--- src/rtl/srrc_matched_receiver_if.sv ---
// Sample-stream and decision bus of the SRRC matched receiver.
// The master drives samples in; the slave returns filtered samples and symbol decisions.
interface srrc_matched_receiver_if #(
  parameter int IN_W  = 16,
  parameter int OUT_W = 16
) ();
  logic signed [IN_W-1:0]  rx_sample;
  logic                    rx_valid;
  logic                    rx_ready;
  logic signed [OUT_W-1:0] filt_out;
  logic                    filt_valid;
  logic                    sym_valid;
  logic                    sym_bit;

  modport master (
    output rx_sample, rx_valid,
    input  rx_ready, filt_out, filt_valid, sym_valid, sym_bit
  );

  modport slave (
    input  rx_sample, rx_valid,
    output rx_ready, filt_out, filt_valid, sym_valid, sym_bit
  );
endinterface

--- src/rtl/srrc_matched_receiver.sv ---
// 33-tap SRRC matched filter built around a single time-shared multiplier,
// followed by symbol decimation and a hard-decision slicer.
module srrc_matched_receiver #(
  parameter int TAPS         = 33,
  parameter int IN_W         = 16,
  parameter int OUT_W        = 16,
  parameter int ACC_W        = 40,
  parameter int SHIFT        = 15,
  parameter int SPS          = 4,
  parameter int SAMPLE_PHASE = 0
) (
  input  logic                   clk,
  input  logic                   reset,
  srrc_matched_receiver_if.slave bus
);
  localparam int PTR_W = $clog2(TAPS);
  localparam int PH_W  = $clog2(SPS + 1);
  localparam int PR_W  = 2 * IN_W;

  localparam logic [1:0] ST_IDLE = 2'd0;
  localparam logic [1:0] ST_MAC  = 2'd1;
  localparam logic [1:0] ST_DONE = 2'd2;

  localparam logic signed [ACC_W-1:0] SAT_HI = {{(ACC_W-OUT_W+1){1'b0}}, {(OUT_W-1){1'b1}}};
  localparam logic signed [ACC_W-1:0] SAT_LO = {{(ACC_W-OUT_W+1){1'b1}}, {(OUT_W-1){1'b0}}};

  // Half of the symmetric response; taps above the centre mirror onto it.
  function automatic logic signed [15:0] coef_fn(input logic [PTR_W-1:0] k);
    logic [PTR_W-1:0] m;
    m = (k > PTR_W'(16)) ? (PTR_W'(32) - k) : k;
    case (m)
      PTR_W'(0):  coef_fn = -16'sd165;
      PTR_W'(1):  coef_fn = -16'sd63;
      PTR_W'(2):  coef_fn = 16'sd176;
      PTR_W'(3):  coef_fn = 16'sd269;
      PTR_W'(4):  coef_fn = 16'sd50;
      PTR_W'(5):  coef_fn = -16'sd269;
      PTR_W'(6):  coef_fn = -16'sd246;
      PTR_W'(7):  coef_fn = 16'sd253;
      PTR_W'(8):  coef_fn = 16'sd694;
      PTR_W'(9):  coef_fn = 16'sd253;
      PTR_W'(10): coef_fn = -16'sd1230;
      PTR_W'(11): coef_fn = -16'sd2566;
      PTR_W'(12): coef_fn = -16'sd1736;
      PTR_W'(13): coef_fn = 16'sd2566;
      PTR_W'(14): coef_fn = 16'sd9473;
      PTR_W'(15): coef_fn = 16'sd15988;
      PTR_W'(16): coef_fn = 16'sd18622;
      default:    coef_fn = 16'sd0;
    endcase
  endfunction

  logic [1:0]              state_r;
  logic                    rdy_r;
  logic signed [IN_W-1:0]  buf_r [TAPS];
  logic [PTR_W-1:0]        wr_r;
  logic [PTR_W-1:0]        rd_r;
  logic [PTR_W-1:0]        k_r;
  logic signed [ACC_W-1:0] acc_r;
  logic [PH_W-1:0]         phase_r;
  logic signed [OUT_W-1:0] filt_r;
  logic                    fv_r;
  logic                    sv_r;
  logic                    sb_r;

  logic signed [PR_W-1:0]  product_s;
  logic signed [ACC_W-1:0] y_s;
  logic signed [OUT_W-1:0] y_sat_s;

  // Current tap product and the scaled, saturated accumulator result.
  always_comb begin
    product_s = buf_r[rd_r] * coef_fn(k_r);
    y_s       = acc_r >>> SHIFT;
    y_sat_s   = '0;
    if (y_s > SAT_HI) begin
      y_sat_s = SAT_HI[OUT_W-1:0];
    end else if (y_s < SAT_LO) begin
      y_sat_s = SAT_LO[OUT_W-1:0];
    end else begin
      y_sat_s = y_s[OUT_W-1:0];
    end
  end

  // Accept / MAC / output sequencer with sample history and decimation.
  always_ff @(posedge clk) begin
    if (reset) begin
      state_r <= ST_IDLE;
      rdy_r   <= 1'b1;
      wr_r    <= '0;
      rd_r    <= '0;
      k_r     <= '0;
      acc_r   <= '0;
      phase_r <= '0;
      filt_r  <= '0;
      fv_r    <= 1'b0;
      sv_r    <= 1'b0;
      sb_r    <= 1'b0;
      for (int i = 0; i < TAPS; i++) begin
        buf_r[i] <= '0;
      end
    end else begin
      fv_r <= 1'b0;
      sv_r <= 1'b0;
      case (state_r)
        ST_IDLE: begin
          if (bus.rx_valid && rdy_r) begin
            buf_r[wr_r] <= bus.rx_sample;
            rd_r        <= wr_r;
            wr_r        <= (wr_r == PTR_W'(TAPS - 1)) ? '0 : wr_r + PTR_W'(1);
            acc_r       <= '0;
            k_r         <= '0;
            rdy_r       <= 1'b0;
            state_r     <= ST_MAC;
          end
        end
        ST_MAC: begin
          // Walk backwards through history: newest sample meets h[0].
          acc_r <= acc_r + {{(ACC_W-PR_W){product_s[PR_W-1]}}, product_s};
          rd_r  <= (rd_r == '0) ? PTR_W'(TAPS - 1) : rd_r - PTR_W'(1);
          if (k_r == PTR_W'(TAPS - 1)) begin
            state_r <= ST_DONE;
          end else begin
            k_r <= k_r + PTR_W'(1);
          end
        end
        ST_DONE: begin
          filt_r <= y_sat_s;
          fv_r   <= 1'b1;
          if (phase_r == PH_W'(SAMPLE_PHASE)) begin
            sv_r <= 1'b1;
            sb_r <= ~y_sat_s[OUT_W-1];
          end
          phase_r <= (phase_r == PH_W'(SPS - 1)) ? '0 : phase_r + PH_W'(1);
          rdy_r   <= 1'b1;
          state_r <= ST_IDLE;
        end
        default: begin
          rdy_r   <= 1'b1;
          state_r <= ST_IDLE;
        end
      endcase
    end
  end

  assign bus.rx_ready   = rdy_r;
  assign bus.filt_out   = filt_r;
  assign bus.filt_valid = fv_r;
  assign bus.sym_valid  = sv_r;
  assign bus.sym_bit    = sb_r;
endmodule

--- src/flat_wrapper.sv ---
// flat-port wrapper written by rule: the top's interface ports become plain ports
module srrc_matched_receiver_flat 
#(
  parameter int TAPS         = 33,
  parameter int IN_W         = 16,
  parameter int OUT_W        = 16,
  parameter int ACC_W        = 40,
  parameter int SHIFT        = 15,
  parameter int SPS          = 4,
  parameter int SAMPLE_PHASE = 0
)
  (clk, reset, bus_rx_sample, bus_rx_valid, bus_rx_ready, bus_filt_out, bus_filt_valid, bus_sym_valid, bus_sym_bit);
  srrc_matched_receiver_if #(.IN_W(IN_W), .OUT_W(OUT_W)) bus_i ();
  input  logic clk;
  input  logic reset;
  input wire logic [$bits(bus_i.rx_sample)-1:0] bus_rx_sample;
  input wire logic [$bits(bus_i.rx_valid)-1:0] bus_rx_valid;
  output wire logic [$bits(bus_i.rx_ready)-1:0] bus_rx_ready;
  output wire logic [$bits(bus_i.filt_out)-1:0] bus_filt_out;
  output wire logic [$bits(bus_i.filt_valid)-1:0] bus_filt_valid;
  output wire logic [$bits(bus_i.sym_valid)-1:0] bus_sym_valid;
  output wire logic [$bits(bus_i.sym_bit)-1:0] bus_sym_bit;
  assign bus_i.rx_sample = bus_rx_sample;
  assign bus_i.rx_valid = bus_rx_valid;
  assign bus_rx_ready = bus_i.rx_ready;
  assign bus_filt_out = bus_i.filt_out;
  assign bus_filt_valid = bus_i.filt_valid;
  assign bus_sym_valid = bus_i.sym_valid;
  assign bus_sym_bit = bus_i.sym_bit;
  srrc_matched_receiver #(.TAPS(TAPS), .IN_W(IN_W), .OUT_W(OUT_W), .ACC_W(ACC_W), .SHIFT(SHIFT), .SPS(SPS), .SAMPLE_PHASE(SAMPLE_PHASE)) u_core (.clk(clk), .reset(reset), .bus(bus_i));
endmodule
--- config.mk ---
export PLATFORM = sky130hd
export DESIGN_NAME = srrc_matched_receiver_flat
export DESIGN_NICKNAME = d
export VERILOG_FILES = /design/src/rtl/srrc_matched_receiver_if.sv /design/src/rtl/srrc_matched_receiver.sv /design/src/flat_wrapper.sv
export SDC_FILE = /design/constraint.sdc
export NUM_CORES = 2
export LEC_CHECK = 0
export ABC_AREA = 1
export CAP_MARGIN = 25
export CELL_PAD_IN_SITES_DETAIL_PLACEMENT = 1
export CELL_PAD_IN_SITES_GLOBAL_PLACEMENT = 2
export CORE_MARGIN = 2
export CORE_UTILIZATION = 42
export DETAILED_ROUTE_END_ITERATION = 8
export PLACE_DENSITY_LB_ADDON = 0.1
export SETUP_SLACK_MARGIN = 0.1
export SLEW_MARGIN = 20
export SYNTH_ARGS = -nofsm -noshare
export SYNTH_HDL_FRONTEND = slang
export SYNTH_SLANG_ARGS = --single-unit
--- constraint.sdc ---
create_clock -name clk -period 12.6 [get_ports clk]
set_clock_uncertainty 0.1 [all_clocks]
set_input_delay 2.52 -clock clk [delete_from_list [all_inputs] [get_ports clk]]
set_output_delay 2.52 -clock clk [all_outputs]
set_load 0.03 [all_outputs]
Word level (Yosys, flattened, before mapping)
Memory sizes are Yosys's and may differ from the RTL's. A register that Yosys moved wholly into a read port is not among the register bits.
Index checks and enable logic that the tools add are counted.
- add/subtract/negate cells: 6
- $mul: 1
- order comparisons: 3
- equality and inequality tests: 8
- multiplexer cells: 32
- bitwise logic cells: 3
- reductions and logical operators: 13
- operators by type and width (cell ; number):
    40-bit case mux with 2 select lines ; 1
    16-bit two-way mux ; 4
    6-bit two-way mux ; 9
    40-bit adder ; 1
    40-bit two-way mux ; 1
    16-bit by 16-bit multiplier with 32-bit output ; 1
    25-bit by 16-bit greater-than comparator with 1-bit output (second input constant) ; 1
    25-bit by 16-bit < comparator with 1-bit output (second input constant) ; 1
    6-bit case mux with 2 select lines ; 2
    16-bit OR reduction ; 1
    6-bit by 1-bit adder with 6-bit output (second input constant) ; 2
    6-bit == test (second input constant) ; 2
    1-bit two-way mux ; 10
    2-bit AND reduction ; 5
    6-bit by 5-bit greater-than comparator with 1-bit output (second input constant) ; 1
    6-bit logical NOT ; 1
    6-bit by 1-bit subtractor with 6-bit output (second input constant) ; 1
    6-bit subtractor (first input constant) ; 1
    2-bit two-way mux ; 2
    2-bit by 1-bit != test with 1-bit output (second input constant) ; 2
    2-bit case mux with 2 select lines ; 1
    3-bit by 1-bit adder with 3-bit output (second input constant) ; 1
    3-bit by 2-bit == test with 1-bit output (second input constant) ; 1
    3-bit logical NOT ; 1
    other kinds (11) ; 13
- bits in registers: 83
- RAM bits: 528
- ROM bits: 512
- output and inout bits: 20
- memories kept: 2
- memories (memory ; words ; bits a word ; read ports ; clocked after memory_dff ; wr ports ; line ; RTL):
    u_core.buf_r ; 33 ; 16 ; 1 ; 1 ; 33 ; srrc_matched_receiver.sv:55 ; logic signed [IN_W-1:0] buf_r [TAPS];
    (no name shown) ; 32 ; 16 ; 1 ; 0 ; 0 ; srrc_matched_receiver.sv:31 ; case (m)

Logic depth before layout (Yosys ltp)
- depth in word-level cells: 7
- gate-level depth with buffers: 57
- gate-level depth less buffers: 56

Worst setup path after synthesis
OpenSTA, ideal clock, no wires.
- path type: register -> register
- start: reg u_core.k_r[0]
- end: reg u_core.acc_r[30]
- data arrival time: 8.589 ns
- required time: 12.430 ns
- path slack: 3.840 ns
- stages on the path, launching flop included: 49
- path buffers: 1
- period minus slack after synthesis: 8.760 ns
- path through: dfxtp_1 > inv_1 > ha_1 > inv_1 > nor3_2 > o21ai_2 > nand2_1 > o21ai_2 > inv_1 > ha_1 > or2_2 > o21ai_0 > nand2_1 > nand2_1 > a21oi_2 > nand2_2 > buf_6 > nor2_2 > [13 not listed] > nand3_1 > nor3_1 > a21oi_1 > o21ai_0 > nand2_1 > nand2_1 > xor2_1 > ha_1 > nand2_1 > inv_1 > a21oi_1 > a21boi_0 > nor2_1 > nor2_1 > nand2_1 > nand2_1 > nand3_1 > a21oi_1
- cells in the longest elaborated chain, start to end: 7
- elaborated cells between the ends (all ways): 8
- those cells by class: add/sub (2); mul (1); order compare (1); mux (3); memory (1)
- ends and longest elaborated chain (item ; line ; RTL):
    start: declaration ; srrc_matched_receiver.sv:58 ; logic [PTR_W-1:0] k_r;
    start signal: assignment ; srrc_matched_receiver.sv:123 ; k_r <= k_r + PTR_W'(1);
    6-bit subtractor or 6-bit by 5-bit greater-than comparator with 1-bit output (tied branches) ; srrc_matched_receiver.sv:30 ; m = (k > PTR_W'(16)) ? (PTR_W'(32) - k) : k;
    6-bit two-way mux * ; srrc_matched_receiver.sv:30 ;
    memory read 32 x 16 bit ; -- ;
    16-bit two-way mux * ; srrc_matched_receiver.sv:31 ;
    16-bit by 16-bit multiplier with 32-bit output * ; srrc_matched_receiver.sv:72 ; product_s = buf_r[rd_r] * coef_fn(k_r);
    40-bit adder * ; srrc_matched_receiver.sv:118 ; acc_r <= acc_r + {{(ACC_W-PR_W){product_s[PR_W-1]}}, product_s};
    40-bit case mux with 2 select lines * ; srrc_matched_receiver.sv:104 ; case (state_r)
    end signal: assignment ; srrc_matched_receiver.sv:118 ;
    end: declaration ; srrc_matched_receiver.sv:59 ; logic signed [ACC_W-1:0] acc_r;
Every way passes the cells marked *; elsewhere a longest branch is shown, timed or not.
A chain may end at the register's enable or synchronous reset.

==> flow_summary.toml <==
[run_status]
status = "finished clean"

[yosys]
yosysUniqueCellTypes = 52
syn-num-nets = 6822
yosysSeqAreaShare_pct = 53.9
synthArstFlopShare_pct = 0
yosys-top-cells-area = "edfxtp_1, nand2_1, nand3_1"
synth_top_area_cell = "edfxtp_1"
yosys_warnings = 0
synth_edf_count = 1024
yosysMostFrequentCell = "nand2_1"
postSynthAreaPerCell_um2 = 9.44
postSynthCellCount = 6401
synth_area_um2 = 60400
synth_ff_type = "edfxtp_1"
synth_common_cells = "nand2_1, nand3_1, edfxtp_1"
ys_seq_elements = 1113
synth_top_area_share_pct = 50.9

[floorplanning]
start_util_pct = 42.2
dieHeight_um = 383
die_w_um = 383
std_cell_rows = 139
die-area_um2 = 147000
io_pins = 39
coreArea_um2 = 143000

[route]
viasPerCell = 5.57
drc = 0
vias = 46500
drtAntennaViolNets = 0
totalWireLength_mm = 211
wire_per_inst_um = 25.4
dr.pass1.iters = 5
drt_iter0_drc = 4035

[setup_path]
startpoint_type = "register"
cp_max_fo = 112
crit_arrival_ns = 11.92
crit_required_ns = 13.20
cp_slowest_stage_delay_ns = 0.81
critPathKind = "reg -> reg"
crit_top_cell = "nand2_1"
critPathCaptureType = "register"
slowest_stage = "dfxtp_4"

[sta]
fmax_ghz = 0.0883
setup_viol = 0
rsz0062_at_grt = "false"
hold_viol_final = 0
worst_pin_slew_ns = 1.07
fin_crit_ns = 11.32
whs_ns = 0.356
setup_tns_ns = 0
slew_headroom_pct = 28.4
finalCritPeriodShare_pct = 89.8
slew_violations = 0

[global_route]
track_usage_pct = 28.9
antenna_found_initial = 3
grt_pass1_vias = 47500
grt_max_degree = 141
grt_overflow_total = 0
grt_pass1_wl_mm = 315

[clock_tree]
cts_tree = "done"
cts_inserted_buffers = 131
postCtsSetupBuffers = 0
cts_root_buf = "clkbuf_16"
cts.repair.resized = 0
clk_pin_slew_ns = 0.05
clock_sinks = 1113
clk_path_buf_depth = 3
ctsHoldBuffers = 0
clk_latency_ns = 0.78
ctsHtreeMaxLevel = 4

[layout]
fin_area_um2 = 66900
syn2layout_area_growth_pct = 10.7
fin_util_pct = 46.7
drive_above_1_share_pct = 6.31
nNetsFinal = 6756

[placement]
gp_congestion = 0.910
dpl_cell_area_um2 = 62900
portBuffers = 38
dp_hpwl_mm = 139

[hold_path]
hold_class = "reg -> reg"

[job]
drv_cap = 0
cell usage in the layout, fill, tap and decap left out, types with 83 or more instances in the layout:
cell type,instances
ha_1,138
a21oi_1,159
nand2_1,1605
buf_4,95
o21ai_0,83
edfxtp_1,1024
dfxtp_1,85
fa_1,264
nor2_1,818
nand3_1,1076
clkbuf_16,131
inv_1,519
kinds of logic (layout without fill, tap and decap cells):
| group | count (synthesis) | count (layout) | share of synthesized area (%) |
|---|---|---|---|
| AND/OR/NAND/NOR | 3644 | 3644 | 25.4 |
| flip-flops | 1113 | 1113 | 53.9 |
| buffers and inverters | 904 | 938 | 5.87 |
| adder cells (fa/ha/maj) | 402 | 402 | 11.6 |
| AO/OA/AOI/OAI | 307 | 307 | 2.84 |
| XOR/XNOR | 31 | 31 | 0.462 |
| other | 0 | 1 | 0 |
path summary, 6_finish.rpt:
check	end	slack, ns	cells past startpoint	from
setup / recovery	u_core.acc_r[38]	1.28	39	register
hold / removal	u_core.phase_r[2]	0.36	2	u_core.phase_r[2]
setup reg to reg	u_core.acc_r[38]	1.28	39	register
hold reg to reg	u_core.phase_r[2]	0.36	2	u_core.phase_r[2]
cell type report:
cell class / count / area [um2]
tap: 1903 / 2380
fill: 16100 / 76200
clock buffer: 165 / 3430
multi-input combinational: 4384 / 24500
clock inverter: 68 / 562
sequential: 1113 / 32500
antenna: 1 / 2.50
timing repair buffer: 152 / 1430
inverter: 553 / 2100
per-stage QoR:
stage	instances	setup slack, ns
after floorplan	6401	3.84
after global placement	8098	1.51
after detailed placement	8102	1.49
after CTS	8335	1.46
after global routing	8338	0.694
final	8339	1.28
flip-flops by register name, indices dropped and copies added, names as in the netlist, named ones only:
register / flops
u_core.buf_r: 1024
u_core.acc_r: 40
u_core.bus.filt_out: 16
u_core.k_r: 6
u_core.rd_r: 6
u_core.wr_r: 6
u_core.phase_r: 3
u_core.state_r: 2
u_core.bus.filt_valid: 1
u_core.bus.rx_ready: 1
u_core.bus.sym_bit: 1
u_core.bus.sym_valid: 1
per-layer routing:
layer	GRT usage (%)	up-vias	wire [um]
met5	0	-	0
met4	6.82	0	4400
met3	3.71	223	13100
met2	44.7	1406	95100
met1	43.2	23800	98800
li1	-	21000	-
critical path, delay by kind of cell (launching register included):
family | cells | cell delay (ns)
XOR/XNOR | 1 | 0.29
flip-flops | 1 | 0.81
AND/OR/NAND/NOR | 18 | 3.12
adder cells (fa/ha/maj) | 8 | 3.71
AO/OA/AOI/OAI | 5 | 1.47
buffers and inverters | 7 | 1.59
Power is not shown: default switching activity piles up to over one toggle a cycle in this logic, so the estimate is an artifact.
